File: src/rtl/grad_step_seq.sv
// grad_step_seq: finite-difference gradient step engine.
// Time-shares one external evaluator: f(x), then optionally f(x+h), then
// f(x-h), and from those forms value = f(x), gradient = df/dx and the
// saturated update step x_diff = LEARNING_RATE * gradient.
//
// Optional feature macro: GRAD_STEP_CENTRAL_EN
//   defined   -> mode=1 selects central difference (adds the EVAL_P state)
//   undefined -> mode is ignored, backward difference only
//
// Ports:
//   clk, rst          clock, asynchronous active-high reset
//   start, mode, x_in request (sampled in IDLE), difference mode, point x
//   busy, done        operation in progress, one-cycle completion pulse
//   value, gradient   f(x) and df/dx (Q(YW).FRAC)
//   x_diff            clamped LEARNING_RATE * gradient
//   overflow, err     any overflow/saturation/clamp, evaluator timeout
//   eval_start/eval_x request pulse and operand to the evaluator
//   eval_y/eval_done/eval_ovf  evaluator response
//
// state   | meaning
// IDLE    | waiting for start
// EVAL_C  | evaluating f(x)
// EVAL_P  | evaluating f(x+h) (central only)
// EVAL_M  | evaluating f(x-h)
// CALC    | difference, scaling and clamp; results registered on exit
// DONE    | done pulse, results valid
module grad_step_seq #(
  parameter int            XW            = 32,
  parameter int            YW            = 64,
  parameter int            FRAC          = 8,
  parameter int            STEP_LOG2     = 1,
  parameter logic [XW-1:0] LEARNING_RATE = 32'h00000020,
  parameter int            TIMEOUT       = 1024
) (
  input  logic               clk,
  input  logic               rst,
  input  logic               start,
  input  logic               mode,
  input  logic [XW-1:0]      x_in,
  output logic               busy,
  output logic               done,
  output logic [YW-1:0]      value,
  output logic [YW+FRAC-1:0] gradient,
  output logic [XW-1:0]      x_diff,
  output logic               overflow,
  output logic               err,
  output logic               eval_start,
  output logic [XW-1:0]      eval_x,
  input  logic [YW-1:0]      eval_y,
  input  logic               eval_done,
  input  logic               eval_ovf
);

  localparam int GW   = YW + FRAC;
  localparam int PW   = XW + YW + FRAC;
  localparam int TW   = $clog2(TIMEOUT);
  localparam int SH_B = FRAC - STEP_LOG2;
  localparam logic [TW-1:0] T_LOAD = TW'(TIMEOUT - 1);
  localparam logic [XW:0]   H_EXT  = (XW+1)'(1) << STEP_LOG2;

  typedef enum logic [2:0] {
    S_IDLE   = 3'd0,
    S_EVAL_C = 3'd1,
`ifdef GRAD_STEP_CENTRAL_EN
    S_EVAL_P = 3'd2,
`endif
    S_EVAL_M = 3'd3,
    S_CALC   = 3'd4,
    S_DONE   = 3'd5
  } state_t;

  // {saturated flag, value}: clamp an XW+1 bit sum back into XW bits
  function automatic logic [XW:0] sat_op(input logic [XW:0] s);
    if (s[XW] != s[XW-1]) sat_op = {1'b1, s[XW], {(XW-1){~s[XW]}}};
    else                  sat_op = {1'b0, s[XW-1:0]};
  endfunction

  state_t          state_q, state_d;
  logic [XW-1:0]   x_q, x_d;
  logic [YW-1:0]   y_c_q, y_c_d, y_m_q, y_m_d;
  logic            ovf_acc_q, ovf_acc_d;
  logic [TW-1:0]   timer_q, timer_d;
  logic            busy_q, busy_d, done_q, done_d;
  logic [YW-1:0]   value_q, value_d;
  logic [GW-1:0]   grad_q, grad_d;
  logic [XW-1:0]   x_diff_q, x_diff_d;
  logic            ovf_q, ovf_d, err_q, err_d;
  logic            eval_start_q, eval_start_d;
  logic [XW-1:0]   eval_x_q, eval_x_d;
  logic            in_eval;

  logic [XW:0]          x_minus_sat;
  logic [YW-1:0]        diff_a;
  logic [YW:0]          diff;
  logic signed [GW-1:0] grad_ext, grad;
  logic signed [PW-1:0] prod, prod_sh;
  logic                 x_fit;
  logic [XW-1:0]        x_clamped;

`ifdef GRAD_STEP_CENTRAL_EN
  localparam int SH_C = FRAC - STEP_LOG2 - 1;
  logic          mode_q, mode_d;
  logic [YW-1:0] y_p_q, y_p_d;
  logic [XW:0]   x_plus_sat;

  assign x_plus_sat = sat_op({x_q[XW-1], x_q} + H_EXT);
  assign diff_a     = mode_q ? y_p_q : y_c_q;
  assign grad       = mode_q ? (grad_ext <<< SH_C) : (grad_ext <<< SH_B);
  assign in_eval    = (state_q == S_EVAL_C) || (state_q == S_EVAL_P) || (state_q == S_EVAL_M);
`else
  logic unused_mode;
  assign unused_mode = mode;
  assign diff_a      = y_c_q;
  assign grad        = grad_ext <<< SH_B;
  assign in_eval     = (state_q == S_EVAL_C) || (state_q == S_EVAL_M);
`endif

  assign x_minus_sat = sat_op({x_q[XW-1], x_q} - H_EXT);

  // YW+1 bit difference cannot wrap; sign-extended it leaves room for the shift
  assign diff     = {diff_a[YW-1], diff_a} - {y_m_q[YW-1], y_m_q};
  assign grad_ext = {{(GW-YW-1){diff[YW]}}, diff};

  assign prod    = $signed({{(YW+FRAC){LEARNING_RATE[XW-1]}}, LEARNING_RATE})
                 * $signed({{XW{grad[GW-1]}}, grad});
  assign prod_sh = prod >>> FRAC;
  // fits in XW bits when everything above the XW sign bit is sign extension
  assign x_fit     = (prod_sh[PW-1:XW-1] == {(PW-XW+1){prod_sh[XW-1]}});
  assign x_clamped = x_fit ? prod_sh[XW-1:0] : {prod_sh[PW-1], {(XW-1){~prod_sh[PW-1]}}};

  always_comb begin
    state_d      = state_q;
    x_d          = x_q;
    y_c_d        = y_c_q;
    y_m_d        = y_m_q;
    ovf_acc_d    = ovf_acc_q;
    timer_d      = timer_q;
    busy_d       = busy_q;
    done_d       = 1'b0;
    value_d      = value_q;
    grad_d       = grad_q;
    x_diff_d     = x_diff_q;
    ovf_d        = ovf_q;
    err_d        = err_q;
    eval_start_d = 1'b0;
    eval_x_d     = eval_x_q;
`ifdef GRAD_STEP_CENTRAL_EN
    mode_d       = mode_q;
    y_p_d        = y_p_q;
`endif
    case (state_q)
      S_IDLE: if (start) begin
        x_d          = x_in;
`ifdef GRAD_STEP_CENTRAL_EN
        mode_d       = mode;
`endif
        ovf_acc_d    = 1'b0;
        busy_d       = 1'b1;
        eval_start_d = 1'b1;
        eval_x_d     = x_in;
        timer_d      = T_LOAD;
        state_d      = S_EVAL_C;
      end
      S_EVAL_C: if (eval_done) begin
        y_c_d        = eval_y;
        eval_start_d = 1'b1;
        timer_d      = T_LOAD;
`ifdef GRAD_STEP_CENTRAL_EN
        if (mode_q) begin
          state_d   = S_EVAL_P;
          eval_x_d  = x_plus_sat[XW-1:0];
          ovf_acc_d = ovf_acc_q | eval_ovf | x_plus_sat[XW];
        end else begin
          state_d   = S_EVAL_M;
          eval_x_d  = x_minus_sat[XW-1:0];
          ovf_acc_d = ovf_acc_q | eval_ovf | x_minus_sat[XW];
        end
`else
        state_d   = S_EVAL_M;
        eval_x_d  = x_minus_sat[XW-1:0];
        ovf_acc_d = ovf_acc_q | eval_ovf | x_minus_sat[XW];
`endif
      end
`ifdef GRAD_STEP_CENTRAL_EN
      S_EVAL_P: if (eval_done) begin
        y_p_d        = eval_y;
        eval_start_d = 1'b1;
        timer_d      = T_LOAD;
        state_d      = S_EVAL_M;
        eval_x_d     = x_minus_sat[XW-1:0];
        ovf_acc_d    = ovf_acc_q | eval_ovf | x_minus_sat[XW];
      end
`endif
      S_EVAL_M: if (eval_done) begin
        y_m_d     = eval_y;
        ovf_acc_d = ovf_acc_q | eval_ovf;
        state_d   = S_CALC;
      end
      S_CALC: begin
        state_d  = S_DONE;
        done_d   = 1'b1;
        value_d  = y_c_q;
        grad_d   = grad;
        x_diff_d = x_clamped;
        ovf_d    = ovf_acc_q | ~x_fit;
        err_d    = 1'b0;
      end
      S_DONE: begin
        state_d = S_IDLE;
        busy_d  = 1'b0;
      end
      default: state_d = S_IDLE;
    endcase

    // evaluator silent for TIMEOUT cycles: abort with zeroed results
    if (in_eval && !eval_done) begin
      if (timer_q == '0) begin
        state_d  = S_DONE;
        done_d   = 1'b1;
        err_d    = 1'b1;
        ovf_d    = 1'b1;
        value_d  = '0;
        grad_d   = '0;
        x_diff_d = '0;
      end else begin
        timer_d = timer_q - TW'(1);
      end
    end
  end

  always_ff @(posedge clk or posedge rst) begin
    if (rst) begin
      state_q      <= S_IDLE;
      x_q          <= '0;
      y_c_q        <= '0;
      y_m_q        <= '0;
      ovf_acc_q    <= 1'b0;
      timer_q      <= '0;
      busy_q       <= 1'b0;
      done_q       <= 1'b0;
      value_q      <= '0;
      grad_q       <= '0;
      x_diff_q     <= '0;
      ovf_q        <= 1'b0;
      err_q        <= 1'b0;
      eval_start_q <= 1'b0;
      eval_x_q     <= '0;
`ifdef GRAD_STEP_CENTRAL_EN
      mode_q       <= 1'b0;
      y_p_q        <= '0;
`endif
    end else begin
      state_q      <= state_d;
      x_q          <= x_d;
      y_c_q        <= y_c_d;
      y_m_q        <= y_m_d;
      ovf_acc_q    <= ovf_acc_d;
      timer_q      <= timer_d;
      busy_q       <= busy_d;
      done_q       <= done_d;
      value_q      <= value_d;
      grad_q       <= grad_d;
      x_diff_q     <= x_diff_d;
      ovf_q        <= ovf_d;
      err_q        <= err_d;
      eval_start_q <= eval_start_d;
      eval_x_q     <= eval_x_d;
`ifdef GRAD_STEP_CENTRAL_EN
      mode_q       <= mode_d;
      y_p_q        <= y_p_d;
`endif
    end
  end

  assign busy       = busy_q;
  assign done       = done_q;
  assign value      = value_q;
  assign gradient   = grad_q;
  assign x_diff     = x_diff_q;
  assign overflow   = ovf_q;
  assign err        = err_q;
  assign eval_start = eval_start_q;
  assign eval_x     = eval_x_q;

endmodule

File: config.mk
export PLATFORM = sky130hd
export DESIGN_NAME = grad_step_seq
export DESIGN_NICKNAME = d
export VERILOG_FILES = /design/src/rtl/grad_step_seq.sv
export SDC_FILE = /design/constraint.sdc
export NUM_CORES = 1
export LEC_CHECK = 0
export CAP_MARGIN = 20
export CORE_UTILIZATION = 59
export DETAILED_ROUTE_END_ITERATION = 8
export GPL_TIMING_DRIVEN = 0
export PLACE_DENSITY = 0.85
export SYNTH_ARGS = -nofsm -noshare
export SYNTH_HDL_FRONTEND = slang
export SYNTH_SLANG_ARGS = --single-unit
File: constraint.sdc
create_clock -name clk -period 35.6 [get_ports clk]
set_input_delay 7.12 -clock clk [delete_from_list [all_inputs] [get_ports clk]]
set_output_delay 7.12 -clock clk [all_outputs]
set_load 0.02 [all_outputs]
==> metrics.cfg <==
[setup_path]
critPathArrivalTime_ps=10810
max_stage_delay_ps=850
cp.buffers_inverters=3
path_cells=clkdlybuf4s50_1, nor3_1, nor3b_2, clkbuf_1, nor2_1, clkbuf_1, a221o_2
slowest_stage=clkbuf_1
worst-path-max-fanout=10
worst-r2r-setup-slack_ps=30260
cp_top_family=buffers and inverters
critPathCaptureType=flop
critPathRequiredTime_ps=36000
cp-start-kind=primary input
worstSetupPathType=in2reg
cp_common_cell=clkbuf_1

[final_layout]
syn_to_final_growth_pct=24.9
fin_nets=2636
stdcell_count=2946
final_cell_area_um2=25500
drive_gt1_share_pct=12.1
layout_common_cells=dfrtp_1 (379), clkdlybuf4s50_1 (305), nand2_1 (302)
layout.cells.most_common=dfrtp_1

[run_status]
status=finished, final reports clean

[cts]
clkTransAtPathRegs_ps=60
cts_hold_buffers=0
clock-sinks=379
postCtsSetupBuffers=0
post_cts_resized=0
cts_buffers=39
cts_root_buf=clkbuf_16
cts_tree=done
cts_max_level=2
insertion_delay_ps=530
clock_path_buffers=3

[synthesis]
synthMuxAreaShare_pct=8.70
ys_warn_count=0
synth.distinct_cells=96
synth_fa_ha_area_share_pct=4.14
synth_area_leaders=dfrtp_1 (46%), mux2_2 (8.6%), nand2_1 (5.6%)
synth-seq-area-share_pct=46.5
synth-compound-area-share_pct=18.6
synth_top_family_by_area=compound AO/OA/AOI/OAI gates
synth_top_area_share_pct=46.5
synth-seq-cells=379
synth_edf_count=0
netlist_area_um2=20400
yosysTopAreaCell=dfrtp_1
syn_inst=2118
synth-simple-area-share_pct=14.7
avgSynthCellArea_um2=9.64
yosys.area_share.xor_xnor_pct=2.96
synthArstFlopShare_pct=100
ys.flop_type=dfrtp_1
syn_nets=2287

[route]
viasPerCell=6.19
wl_per_cell_um=21.1
wl_met2_mm=29.6
vias=18200
wl_met1_mm=25.3
dr.pass1.iters=8
drc=0
wl_mm=62.0
wl_met3_mm=5.55
drt_iter0_drc=1518
drtAntennaViolNets=0
top_layer_used=met4

[floorplan]
dieArea_um2=35300
die_h_um=188
die_x_um=188
initial_core_util_pct=60.4
placement_rows=67
io_pins=307
coreArea_um2=33800

[sta]
max_freq_mhz=96.0
final.setup_skew_ps=18.3
relSlewSlack_pct=23.9
fin_setup_tns_ps=0
layout_min_cycle_time_ps=10410
setup_violations=0
worst_hold_slack_ps=475
rsz0062_at_grt=false
final_max_slew_viol_count=0
fin_crit_sh_pct=29.3
hold_viol=0
tightest_slew_ps=1130

[placed_design]
dp_hpwl_mm=46.6
portBuffers=305
place_inst=2874
placed_cell_area_um2=24100
gp_congestion=0.951

[grt]
grt_first_pass_wirelength_mm=98.1
grt_max_degree=114
grt_antenna_before_repair=2
grt_use_total_pct=35.0
grt_overflow=0
grt_pass1_vias=17800

[worst_hold_path]
hold_path.class=reg2reg

[run]
cap_violations=0

-- synthesized netlist by cell type (22+ instances only) --
library cell and count:
nand4_1 37, o21ai_0 188, nor2_1 112, a221o_1 27
a21o_1 53, xnor2_1 41, inv_1 93, o21ai_1 43
xor2_1 28, nor3_1 41, o22ai_1 25, ha_1 66
nand2_1 302, nand3_1 22, clkbuf_1 86, dfrtp_1 379
mux2_2 155, a21oi_1 110, buf_2 27
-- logic make-up (layout without fill, tap and decap cells) --
| family | count (synthesis) | in the layout |
|---|---|---|
| fa+ha+maj | 67 | 67 |
| simple gates | 636 | 636 |
| compound gates | 594 | 594 |
| flops | 379 | 379 |
| buf+inv | 215 | 593 |
| xor+xnor | 69 | 69 |
| mux | 158 | 158 |
| other cells | 0 | 2 |
-- final timing paths --
kind | from | to | depth (start not counted)
setup reg to reg | diff_a[0]$_DFFE_PP0P_ | x_diff[10]$_DFF_PP0_ | 16
hold / removal | timer_q[6]$_DFF_PP0_ | timer_q[6]$_DFF_PP0_ | 1
max in group asynchronous | rst | timer_q[4]$_DFF_PP0_ | 4
hold reg to reg | timer_q[6]$_DFF_PP0_ | timer_q[6]$_DFF_PP0_ | 1
setup / recovery | eval_done | x_diff[4]$_DFF_PP0_ | 7
min in group asynchronous | rst | gradient[22]$_DFF_PP0_ | 2
-- through the flow --
step	worst slack (ps)	util (%)
floorplan	17950	-
global placement	14150	71.1
detailed placement	24790	71.4
CTS	25290	75.4
global route	25150	75.4
finish	25190	75.4
-- worst register-to-register path, cell delays in order (launching register included) --
cell	delay [ps]
dfrtp_1	330
inv_1	80
ha_1	240
fa_1	430
nand2b_1	200
a21oi_2	290
o21ai_1	230
a21boi_1	330
o2111a_1	330
nor4_1	70
nor3_1	720
nand3_1	160
or4_4	540
a2111oi_4	560
a21oi_2	220
buf_6	200
a221o_1	290
-- flip-flops by register name (all words and copies together) (netlist names), 3 cells and up --
| signal | cells |
|---|---|
| timer_q | 10 |
| diff_a | 64 |
| value | 64 |
| x_q | 32 |
| state_q | 3 |
| gradient | 72 |
| y_m_q | 64 |
| x_diff | 32 |
| eval_x | 32 |
-- layer usage --
layer	vias to the layer above	track usage, %
li1	8237	-
met1	8991	47.1
met2	894	58.0
met3	117	6.49
met4	0	9.54
met5	-	0
-- final cells by class --
class | count | area (µm²)
clock inverter | 11 | 161
fill | 2274 | 8290
multi-input combinational | 1524 | 10000
antenna | 2 | 5.00
tap | 448 | 561
clock buffer | 59 | 1200
sequential | 379 | 9480
buffer | 121 | 551
timing repair buffer | 308 | 3140
inverter | 94 | 360
Power is left out: the tool's default activity adds up to more than one toggle a clock period on the data nets, which glitch-free logic cannot reach.
